`src/rtl/vram_arbiter.sv`:
```
// vram_arbiter: shares the six-plane VRAM between VDP fetch and CPU window.
// VDP fetches win; a grant streak counter bounds how long the CPU waits.
module vram_arbiter #(
  parameter logic [15:0] WIN_BASE   = 16'hEC00,
  parameter logic [15:0] WIN_LAST   = 16'hFFFF,
  parameter int unsigned STARVE_MAX = 4
) (
  input  logic        clk,
  input  logic        reset_n,
  input  logic        vdp_req,
  input  logic [12:0] vdp_addr,
  output logic        vdp_valid,
  output logic [7:0]  pl_fg1,
  output logic [7:0]  pl_fg2,
  output logic [7:0]  pl_fg3,
  output logic [7:0]  pl_bg1,
  output logic [7:0]  pl_bg2,
  output logic [7:0]  pl_bg3,
  output logic        vdp_overrun,
  input  logic        cpu_req,
  input  logic        cpu_we,
  input  logic [15:0] cpu_addr,
  input  logic [7:0]  cpu_din,
  output logic [7:0]  cpu_dout,
  output logic        cpu_ack,
  input  logic [5:0]  wr_mask,
  input  logic [2:0]  rd_sel,
  output logic [12:0] ram_addr,
  output logic [7:0]  ram_din,
  output logic [5:0]  ram_we,
  input  logic [47:0] ram_q
);

  localparam int SW = $clog2(STARVE_MAX + 1);
  localparam logic [SW-1:0] SMAX = SW'(STARVE_MAX);

  typedef enum logic [2:0] {
    IDLE, V1, V2, CW, C1, C2, C3
  } state_t;

  state_t state, state_d;

  logic          vdp_pend;
  logic [12:0]   vdp_lat;
  logic          armed;
  logic [SW-1:0] streak;
  logic          c_inwin;
  logic [12:0]   c_off;
  logic [2:0]    c_sel;

  logic        cpu_valid;
  logic        starve;
  logic        grant_v;
  logic        grant_c;
  logic        in_lo;
  logic        in_hi;
  logic        in_win;
  logic        ack_set;
  logic [12:0] cpu_off;
  logic [7:0]  rd_byte;

  assign cpu_valid = cpu_req & armed;
  assign starve    = cpu_valid && (streak == SMAX);
  assign grant_v   = (state == IDLE) && vdp_pend && !starve;
  assign grant_c   = (state == IDLE) && cpu_valid && !grant_v;
  assign ack_set   = (state == CW) || (state == C3);
  assign cpu_off   = cpu_addr[12:0] - WIN_BASE[12:0];
  assign in_lo     = cpu_addr >= WIN_BASE;
  assign in_win    = in_lo && in_hi;

  // A window ending at the top of memory needs no upper compare.
  if (WIN_LAST == 16'hFFFF) begin : g_top
    assign in_hi = 1'b1;
  end else begin : g_lim
    assign in_hi = cpu_addr <= WIN_LAST;
  end

  always_comb begin
    rd_byte = 8'hFF;
    unique case (c_sel)
      3'd1:    rd_byte = ram_q[7:0];
      3'd2:    rd_byte = ram_q[15:8];
      3'd3:    rd_byte = ram_q[23:16];
      3'd4:    rd_byte = ram_q[31:24];
      3'd5:    rd_byte = ram_q[39:32];
      3'd6:    rd_byte = ram_q[47:40];
      default: rd_byte = 8'hFF;
    endcase
  end

  always_ff @(posedge clk or negedge reset_n) begin
    if (!reset_n) state <= IDLE;
    else          state <= state_d;
  end

  always_comb begin
    state_d = state;
    unique case (state)
      IDLE: begin
        if (grant_v)      state_d = V1;
        else if (grant_c) state_d = cpu_we ? CW : C1;
      end
      V1:      state_d = V2;
      V2:      state_d = IDLE;
      CW:      state_d = IDLE;
      C1:      state_d = C2;
      C2:      state_d = C3;
      C3:      state_d = IDLE;
      default: state_d = IDLE;
    endcase
  end

  // Request capture: a new strobe beats a same-cycle grant clear.
  always_ff @(posedge clk or negedge reset_n) begin
    if (!reset_n) begin
      vdp_pend    <= 1'b0;
      vdp_lat     <= '0;
      vdp_overrun <= 1'b0;
      armed       <= 1'b0;
    end else begin
      if (vdp_req) begin
        vdp_pend <= 1'b1;
        vdp_lat  <= vdp_addr;
        if (vdp_pend) vdp_overrun <= 1'b1;
      end else if (grant_v) begin
        vdp_pend <= 1'b0;
      end
      if (ack_set)       armed <= 1'b0;
      else if (!cpu_req) armed <= 1'b1;
    end
  end

  always_ff @(posedge clk or negedge reset_n) begin
    if (!reset_n) begin
      ram_addr  <= '0;
      ram_din   <= '0;
      ram_we    <= '0;
      streak    <= '0;
      c_inwin   <= 1'b0;
      c_off     <= '0;
      c_sel     <= '0;
      cpu_dout  <= '0;
      cpu_ack   <= 1'b0;
      vdp_valid <= 1'b0;
      pl_fg1    <= '0;
      pl_fg2    <= '0;
      pl_fg3    <= '0;
      pl_bg1    <= '0;
      pl_bg2    <= '0;
      pl_bg3    <= '0;
    end else begin
      vdp_valid <= 1'b0;
      cpu_ack   <= 1'b0;
      if (grant_v) begin
        ram_addr <= vdp_lat;
        if (cpu_valid && streak != SMAX)
          streak <= streak + SW'(1);
      end
      if (grant_c) begin
        streak  <= '0;
        c_sel   <= rd_sel;
        c_inwin <= in_win;
        c_off   <= cpu_off;
        if (cpu_we && in_win) begin
          ram_addr <= cpu_off;
          ram_din  <= cpu_din;
          ram_we   <= wr_mask;
        end
      end
      unique case (state)
        V2: begin
          pl_fg1    <= ram_q[7:0];
          pl_fg2    <= ram_q[15:8];
          pl_fg3    <= ram_q[23:16];
          pl_bg1    <= ram_q[31:24];
          pl_bg2    <= ram_q[39:32];
          pl_bg3    <= ram_q[47:40];
          vdp_valid <= 1'b1;
        end
        CW: begin
          ram_we  <= '0;
          cpu_ack <= 1'b1;
        end
        C1: begin
          if (c_inwin) ram_addr <= c_off;
        end
        C3: begin
          cpu_dout <= c_inwin ? rd_byte : 8'hFF;
          cpu_ack  <= 1'b1;
        end
        default: ;
      endcase
    end
  end

endmodule

```
`config.mk`:
```
export PLATFORM = sky130hd
export DESIGN_NAME = vram_arbiter
export DESIGN_NICKNAME = d
export VERILOG_FILES = /design/src/rtl/vram_arbiter.sv
export SDC_FILE = /design/constraint.sdc
export NUM_CORES = 1
export LEC_CHECK = 0
export CORE_MARGIN = 5
export CORE_UTILIZATION = 41
export DETAILED_ROUTE_END_ITERATION = 8
export GPL_TIMING_DRIVEN = 0
export MAX_ROUTING_LAYER = met4
export PLACE_DENSITY = 0.84
export SYNTH_ARGS = -nofsm -noshare
export SYNTH_HDL_FRONTEND = slang
export SYNTH_SLANG_ARGS = --single-unit
```
`constraint.sdc`:
```
create_clock -name clk -period 1.9 [get_ports clk]
set_input_delay 0.38 -clock clk [delete_from_list [all_inputs] [get_ports clk]]
set_output_delay 0.38 -clock clk [all_outputs]
set_load 0.01 [all_outputs]
```
==> results.txt, run 1 <==
----------------------------------------------------
[Cells and area]
  Final-layout fill cell count ... 967
  Post-layout nets ... around 750
  Count of placed standard cells in the final layout, fillers left out ... roughly 840
  Share of layout cells above drive strength 1 ... between 20% and 30%
  Area growth from synthesis to layout ... 53.2%
  Number of diodes added for antenna fixing ... 0
  Largest registers ... c_off (13), ram_addr (13), vdp_lat (13)

[Floorplan]
  Count of boundary I/O pins ... 185
  Starting density of the core ... 41.6%
  Die Ht ... 126 µm
  Area of the core ... 13,200 µm²
  Number of standard-cell rows in the floorplan ... between 40 and 50
  Die width ... 126 µm
  DIE AREA ... between 15,000 and 20,000 µm²

[Logic synthesis]
  Dominant cell type by area after synthesis ... sky130_fd_sc_hd__dfrtp_1
  Post-synthesis cell type count ... a little under 50
  Number of register bits inferred by synthesis ... between 100 and 150
  Share of flip-flops with an asynchronous set or reset ... 100%
  Top cells by area in the synthesized netlist ... sky130_fd_sc_hd__dfrtp_1 57%, sky130_fd_sc_hd__mux2_2 18%, sky130_fd_sc_hd__nor3_1 2.5%
  Top cell type's share of synthesized area ... 56.5%
  Syn Area/Cell ... 12.4 µm²
  Synth warnings ... 0
  Sequential share of the synthesized area ... 56.5%
  Cell count after synthesis ... 443
  Syn Std Cell Area ... 5490 µm²
  Most used DFF post-synth ... sky130_fd_sc_hd__dfrtp_1
  Number of flops mapped to enable cells by yosys ... 0
  Post-synthesis net count ... between 500 and 600

[Clock network]
  Worst-Skew Late Latency ... 410 ps
  Clock tree from TritonCTS ... done
  CTS Buffer Depth ... 2
  Number of buffers added by the clock tree synthesis step ... 17
  Clock tree root driver cell ... sky130_fd_sc_hd__clkbuf_16
  CTS H-tree lvls ... 4
  Clock slew at reported path FFs ... 60 ps
  Sinks on the clock net ... 124

[Timing]
  Tightest Pin Transition ... 828 ps
  Period utilization ... 107%
  Skew final ... 8.59 ps
  Remaining max-slew budget at the tightest pin ... 44.0%
  Unrepaired setup endpoints after global routing ... yes
  Setup Total Neg Slack ... -969 ps
  Least setup slack across all paths after layout ... -130 ps
  Minimum clock period after layout ... 2030 ps
  Hold slack ... 437 ps
  Setup violation total in the final timing report ... 17
  Max frequency ... 493 MHz
  Hold Fails Final Rpt ... 0
  Final number of max-transition violations ... 0

[Power and ir drop]
  Leak Pwr ... 0.00346 µW
  Total power per unit cell area ... 1670 nW/µm²
  Peak VDD IR ... 1040 µV
  Total power draw ... 14,000 µW

[Drt]
  Drt first pass iters ... 6
  Highest metal layer with signal wires ... met4
  Total via count in the routed design ... 4,536
  Detail-routed via count per cell ... 5.41
  Drc violations ... 0
  Routed wire length ... between 15 and 20 mm
  Iter 0 DRT Violations ... 340
  Met1 Wirelength ... 6.88 mm
  WL met3 ... 1.54 mm
  Routed wirelength normalized by instance count ... 20.7 µm
  Total length of routed met2 wires ... between 8 and 9 mm
  Final antenna-violating net count ... 0

[Worst hold path]
  Hold Crit Class ... primary input to register

[Worst setup path]
  Flop-to-flop setup slack ... -130 ps
  Depth of the most critical reg-to-reg path ... 5
  Worst setup path endpoint ... ram_addr[4]$_DFF_PN0_
  Peak fanout along the critical path ... 10
  Critical path required time ... 2210 ps
  Startpoint types ... register
  Data arrival at the endpoint of the critical path ... between 2000 and 2500 ps
  Setup CP Type ... register to register
  Reg-to-reg endpoint ... ram_addr[4]$_DFF_PN0_
  CP Capture Type ... register
  Launch point of the worst path ... state[2]$_DFFE_PN0P_
  R2R Path Start ... state[2]$_DFFE_PN0P_

[Outcome]
  Status ... finished with violations
  Violations in the final reports ... negative setup slack

[Placed design]
  Final GP Congestion ... 0.841
  Port-buffer cells ... 183
  Placed wire-length estimate after detailed placement ... 12.4 mm
  Cell count after placement ... 803

[GRT]
  Via count of the first global-routing pass ... 5,084
  GR Util All Layers ... 22.5%
  Wire length of the first global-routing pass ... 27.1 mm
  Pin count of the biggest net entering global routing ... 74
  Antenna violations before repair ... 0
  Residual overflow from global routing ... 0

[Job]
  Reported max-cap violation count ... 0

----------------------------------------------------
## kinds of logic after synthesis
logic type      synth area share [%]
compound gates                  10.4
simple gates                    9.16
buf+inv                         3.40
mux                             19.5
fa+ha+maj                      0.684
flops                           56.5
xor+xnor                       0.319
## critical path: stages (launching register included)
cell and delay, ps:
sky130_fd_sc_hd__dfrtp_1 390, sky130_fd_sc_hd__buf_2 240, sky130_fd_sc_hd__nor4b_1 700, sky130_fd_sc_hd__clkbuf_2 390
sky130_fd_sc_hd__nand2_1 110, sky130_fd_sc_hd__o31ai_1 80
## per-layer routing
metal	global-route usage, %	vias to the layer above
li1	-	2045
met1	25.5	2248
met2	36.8	217
met3	9.36	26
met4	6.12	0
met5	-	-
## synth_stat cells, types with 2 or more instances
master,number
sky130_fd_sc_hd__buf_6,2
sky130_fd_sc_hd__inv_1,10
sky130_fd_sc_hd__a31oi_1,2
sky130_fd_sc_hd__a221oi_1,3
sky130_fd_sc_hd__a21o_1,5
sky130_fd_sc_hd__mux2_2,89
sky130_fd_sc_hd__o21ai_0,20
sky130_fd_sc_hd__a22oi_1,3
sky130_fd_sc_hd__a221o_1,5
sky130_fd_sc_hd__clkbuf_1,18
sky130_fd_sc_hd__dfrtp_1,124
sky130_fd_sc_hd__a32oi_1,3
sky130_fd_sc_hd__nor2_1,12
sky130_fd_sc_hd__buf_2,8
sky130_fd_sc_hd__ha_1,3
sky130_fd_sc_hd__o21a_1,2
sky130_fd_sc_hd__nand2_1,21
sky130_fd_sc_hd__nand3b_1,3
sky130_fd_sc_hd__buf_4,2
sky130_fd_sc_hd__nor4b_1,2
sky130_fd_sc_hd__o221ai_1,3
sky130_fd_sc_hd__o31ai_1,12
sky130_fd_sc_hd__nor3_1,27
sky130_fd_sc_hd__a21oi_1,13
sky130_fd_sc_hd__a41oi_1,3
sky130_fd_sc_hd__and2_1,2
sky130_fd_sc_hd__nor3b_1,2
sky130_fd_sc_hd__mux2i_1,7
sky130_fd_sc_hd__o211ai_1,2
sky130_fd_sc_hd__nand4b_1,2
sky130_fd_sc_hd__nand3_1,11
sky130_fd_sc_hd__nor2b_1,5
## layout make-up
| type | count | area, µm² | area share [%] |
|---|---|---|---|
| sequential | 124 | 3100 | 36.9 |
| multi-input combinational | 278 | 2290 | 27.2 |
| timing repair buffer | 192 | 1940 | 23.1 |
| clock buffer | 24 | 482 | 5.73 |
| tap | 176 | 220 | 2.62 |
| buffer | 28 | 173 | 2.05 |
| clock inverter | 7 | 160 | 1.90 |
| inverter | 10 | 37.5 | 0.446 |
## report_power, final
group          switching, µW  internal, µW
clock                   1130          2420
combinational           2710          3280
sequential               697          3770
## what timing repair did
action                                  CTS  global route
endpoints found under the setup margin   94            46
resized for setup                        31            22
hold endpoints to repair                 51             0
pin swaps                                 4             5
buffers inserted                          3             4
hold buffers                              1             0
## worst min path at each step
stage,start,to,slack (ps),depth (start not counted)
2_1_floorplan,reset_n,armed$_DFFE_PN0P_,80,0
3_3_place_gp,vdp_overrun$_DFFE_PN0P_,vdp_overrun$_DFFE_PN0P_,440,1
3_5_place_dp,reset_n,ram_addr[4]$_DFF_PN0_,360,1
4_1_cts,cpu_addr[10],c_off[10]$_DFFE_PN0N_,420,2
5_1_grt,vdp_req,vdp_lat[12]$_DFFE_PN0P_,450,2
6_report,cpu_addr[11],c_off[11]$_DFFE_PN0N_,440,3
## cells in the final DEF, fill, tap and decap left out, drive strengths merged, types with 7 or more instances in the layout
cell / instances
a21oi: 13
buf: 23
clkbuf: 38
clkdlybuf4s50: 180
dfrtp: 124
inv: 10
mux2: 89
mux2i: 7
nand2: 22
nand3: 11
nor2: 12
nor3: 27
o21ai: 20
o31ai: 12
## through the flow
stage,instance area (µm²),utilization (%),setup slack (ps)
floorplan,5490,-,-3.42
global placement,7540,57.2,-4230
detailed placement,7570,57.4,-674
CTS,8340,63.2,-7.78
global route,8410,63.8,-118
finish,8410,63.8,-130
No activity file was read; power rests on OpenSTA's default activity.
==> run 2: changes to the inputs <==
--- a/config.mk
+++ b/config.mk
@@ -5,12 +5,13 @@
 export SDC_FILE = /design/constraint.sdc
 export NUM_CORES = 1
 export LEC_CHECK = 0
+export ABC_AREA = 1
 export CORE_MARGIN = 5
-export CORE_UTILIZATION = 41
+export CORE_UTILIZATION = 42
 export DETAILED_ROUTE_END_ITERATION = 8
 export GPL_TIMING_DRIVEN = 0
 export MAX_ROUTING_LAYER = met4
-export PLACE_DENSITY = 0.84
+export PLACE_DENSITY = 0.85
 export SYNTH_ARGS = -nofsm -noshare
 export SYNTH_HDL_FRONTEND = slang
 export SYNTH_SLANG_ARGS = --single-unit
==> run 2 against run 1 <==
Compared with the run above:
- the flow now finishes without violations
- critical endpoint is now ram_addr[6]$_DFF_PN0_
- clock-buffer cell count fell by 1
- fmax grew 15%
- flip-flop and latch count unchanged
- wire length fell by 4.0%
- cell area fell by 1.2%
- register-to-register slack better by 290 ps
==> results.txt, run 2 <==
----------------------------------------------------
[Timing]
  Final number of max-transition violations ... 0
  Hold Fails Final Rpt ... 0
  Setup violation total in the final timing report ... 0
  Unrepaired setup endpoints after global routing ... no
  Period utilization ... 92.9%
  Setup Total Neg Slack ... 0 ps
  Remaining max-slew budget at the tightest pin ... 65.5%
  Skew final ... ~8.6 ps
  Tightest Pin Transition ... slightly above 500 ps
  Minimum clock period after layout ... 1760 ps
  Max frequency ... approximately 570 MHz

[Clock network]
  Clock slew at reported path FFs ... 50 ps
  Number of buffers added by the clock tree synthesis step ... 17
  Sinks on the clock net ... between 100 and 150
  Postcts setup bufs ... 0
  Clock tree from TritonCTS ... done
  Clock tree root driver cell ... sky130_fd_sc_hd__clkbuf_16
  Worst-Skew Late Latency ... 410 ps
  CTS H-tree lvls ... 4
  CTS Buffer Depth ... 2

[Worst setup path]
  Peak fanout along the critical path ... 10
  Critical path required time ... approximately 2200 ps
  CP Capture Type ... register
  Startpoint types ... primary input
  Setup CP Type ... primary input to register
  Data arrival at the endpoint of the critical path ... 2060 ps

[Power and ir drop]
  Total power per unit cell area ... 1570 nW/µm²
  Total power draw ... 13,100 µW
  Leak Pwr ... 0.00398 µW
  Peak VDD IR ... 1110 µV

[Logic synthesis]
  Post-synthesis net count ... 775
  Most instantiated cells after synthesis ... 176 x sky130_fd_sc_hd__nand2_1, 124 x sky130_fd_sc_hd__dfrtp_1, 96 x sky130_fd_sc_hd__inv_1, 77 x sky130_fd_sc_hd__o21ai_0, 39 x sky130_fd_sc_hd__nand3_1
  Top cells by area in the synthesized netlist ... sky130_fd_sc_hd__dfrtp_1 55%, sky130_fd_sc_hd__nand2_1 12%, sky130_fd_sc_hd__o21ai_0 6.9%
  Most used DFF post-synth ... sky130_fd_sc_hd__dfrtp_1
  Post-synthesis cell type count ... 35
  Number of flops mapped to enable cells by yosys ... 0
  Dominant cell type by area after synthesis ... sky130_fd_sc_hd__dfrtp_1
  Syn Std Cell Area ... 5610 µm²
  Synth warnings ... 0
  Top cell type's share of synthesized area ... a little under three fifths
  Cell count after synthesis ... 673
  Sequential share of the synthesized area ... between 50% and 60%
  Cell with the most instances after synthesis ... sky130_fd_sc_hd__nand2_1
  Syn Area/Cell ... 8.34 µm²
  Share of flip-flops with an asynchronous set or reset ... 100%
  Number of register bits inferred by synthesis ... 124

[Floorplan]
  DIE AREA ... 15,800 µm²
  Starting density of the core ... 42.5%
  Number of standard-cell rows in the floorplan ... between 40 and 50
  Die width ... 126 µm
  Count of boundary I/O pins ... about 190
  Area of the core ... 13,200 µm²
  Die Ht ... 126 µm

[Cells and area]
  Number of diodes added for antenna fixing ... 0
  Final-layout fill cell count ... 1,105
  Share of layout cells above drive strength 1 ... 7.78%
  Area growth from synthesis to layout ... 48.1%
  Area taken by multi-input logic gates ... 2010 µm²
  Area of all placed cells without fillers ... 8310 µm²
  Commonest cells after routing, fill and taps aside ... 181 x sky130_fd_sc_hd__clkdlybuf4s50_1, 176 x sky130_fd_sc_hd__nand2_1, 124 x sky130_fd_sc_hd__dfrtp_1
  Count of placed standard cells in the final layout, fillers left out ... approximately 1,100
  Most common cell after layout, fill and taps aside ... sky130_fd_sc_hd__clkdlybuf4s50_1
  Largest registers ... c_off (13), ram_addr (13), vdp_lat (13)
  Register cell area after layout ... 3100 µm²
  Post-layout nets ... 978
  Final core utilization ... 63.0%

[Placed design]
  DP Area ... roughly 7700 µm²
  Cell count after placement ... 1,032
  Final GP Congestion ... 0.867
  Placed wire-length estimate after detailed placement ... between 10 and 15 mm
  Port-buffer cells ... 182

[Drt]
  Routed wire length ... 16.7 mm
  Drt first pass iters ... 5
  Detail-routed via count per cell ... 4.94
  Iter 0 DRT Violations ... 467
  Drc violations ... 0
  Routed wirelength normalized by instance count ... 15.7 µm
  Final antenna-violating net count ... 0
  Total via count in the routed design ... 5,253

[GRT]
  GR Util All Layers ... approximately 22%
  Wire length of the first global-routing pass ... 27.0 mm
  Residual overflow from global routing ... 0
  Pin count of the biggest net entering global routing ... 78
  Via count of the first global-routing pass ... 5,233
  Antenna violations before repair ... 0

[Outcome]
  Status ... complete, no violations

[Job]
  Reported max-cap violation count ... 0

[Worst hold path]
  Hold Crit Class ... primary input to register

----------------------------------------------------
run 2: cell count changes in the layout (fill, tap and decap cells not counted), sizes merged, moves of 7 or more:
cell   change
a21oi      -9
or2        +8
nand4     +13
o31ai     -12
mux2      -89
nor3      -18
mux2i      -7
o22ai     +10
o21ai     +85
inv       +91
nand2    +155
nand3     +29
nor2      +25
run 2: metrics by stage:
stage          worst slack, ps  hold slack, ps
5_1_grt                   21.1             407
3_5_place_dp              -595             341
2_1_floorplan              300            84.4
4_1_cts                   74.7             362
6_report                   135             376
3_3_place_gp             -4440             454
run 2: cell families (layout without fill, tap and decap cells):
logic type / after synthesis / after routing / synth area share, %
AOI/OAI and AO/OA: 121 / 121 / 11.3
xor gates and xnor gates: 1 / 1 / 0.156
adders and majority gates: 3 / 3 / 0.669
buffers and inverters: 129 / 343 / 9.08
DFF: 124 / 124 / 55.3
and+or+nand+nor: 295 / 295 / 23.5
run 2: timing repair:
action                                  4_1_cts  5_1_grt
gates cloned                                  0        0
gates resized for setup                       2        2
hold buffers                                  1        0
endpoints found under the setup margin       10        6
endpoints found under the hold margin        47        0
run 2: final cells by class:
class,instances,share of cell area (%)
Buffer,28,1.58
Clock buffer,23,5.87
Multi-Input combinational cell,420,24.2
Inverter,101,4.56
Timing Repair Buffer,184,22.4
Clock inverter,7,1.36
Sequential cell,124,37.4
Tap cell,176,2.65
run 2: critical path, cell delays in order:
cell                              delay [ps]
sky130_fd_sc_hd__clkdlybuf4s50_1         460
sky130_fd_sc_hd__ha_1                    240
sky130_fd_sc_hd__nor2_1                  320
sky130_fd_sc_hd__nor2_4                  120
sky130_fd_sc_hd__nand3_4                 170
sky130_fd_sc_hd__buf_6                   160
sky130_fd_sc_hd__nand2_1                  60
sky130_fd_sc_hd__nand3_1                  70
sky130_fd_sc_hd__nand2_1                  70
run 2: worst paths after layout:
check                                  startpoint  cells after the start                      end  slack [ps]
setup reg to reg             c_sel[1]$_DFFE_PN0N_                      7  cpu_dout[5]$_DFFE_PN0N_         160
hold / removal                            vdp_req                      3  vdp_overrun$_DFFE_PN0P_         380
min in group asynchronous                 reset_n                      2    pl_fg1[2]$_DFFE_PN0P_         480
setup / recovery                     cpu_addr[10]                      9    ram_addr[6]$_DFF_PN0_         140
max in group asynchronous                 reset_n                      3    ram_we[1]$_DFFE_PN0P_         680
hold reg to reg            ram_din[3]$_DFFE_PN0P_                      2   ram_din[3]$_DFFE_PN0P_         470
run 2: where the power goes:
part | internal (µW) | leakage [µW] | switching (µW)
clock network | 2180 | 0.000295 | 1110
logic | 2570 | 0.00218 | 2770
registers | 3750 | 0.00151 | 673
total | 8510 | 0.00398 | 4550
run 2: layer usage:
metal	vias to the layer above	share of wire, %	GRT usage (%)
li1	2540	-	-
met1	2430	41	28.1
met2	255	48	35.1
met3	28	9.0	5.97
met4	0	1.9	5.61
met5	-	0	-
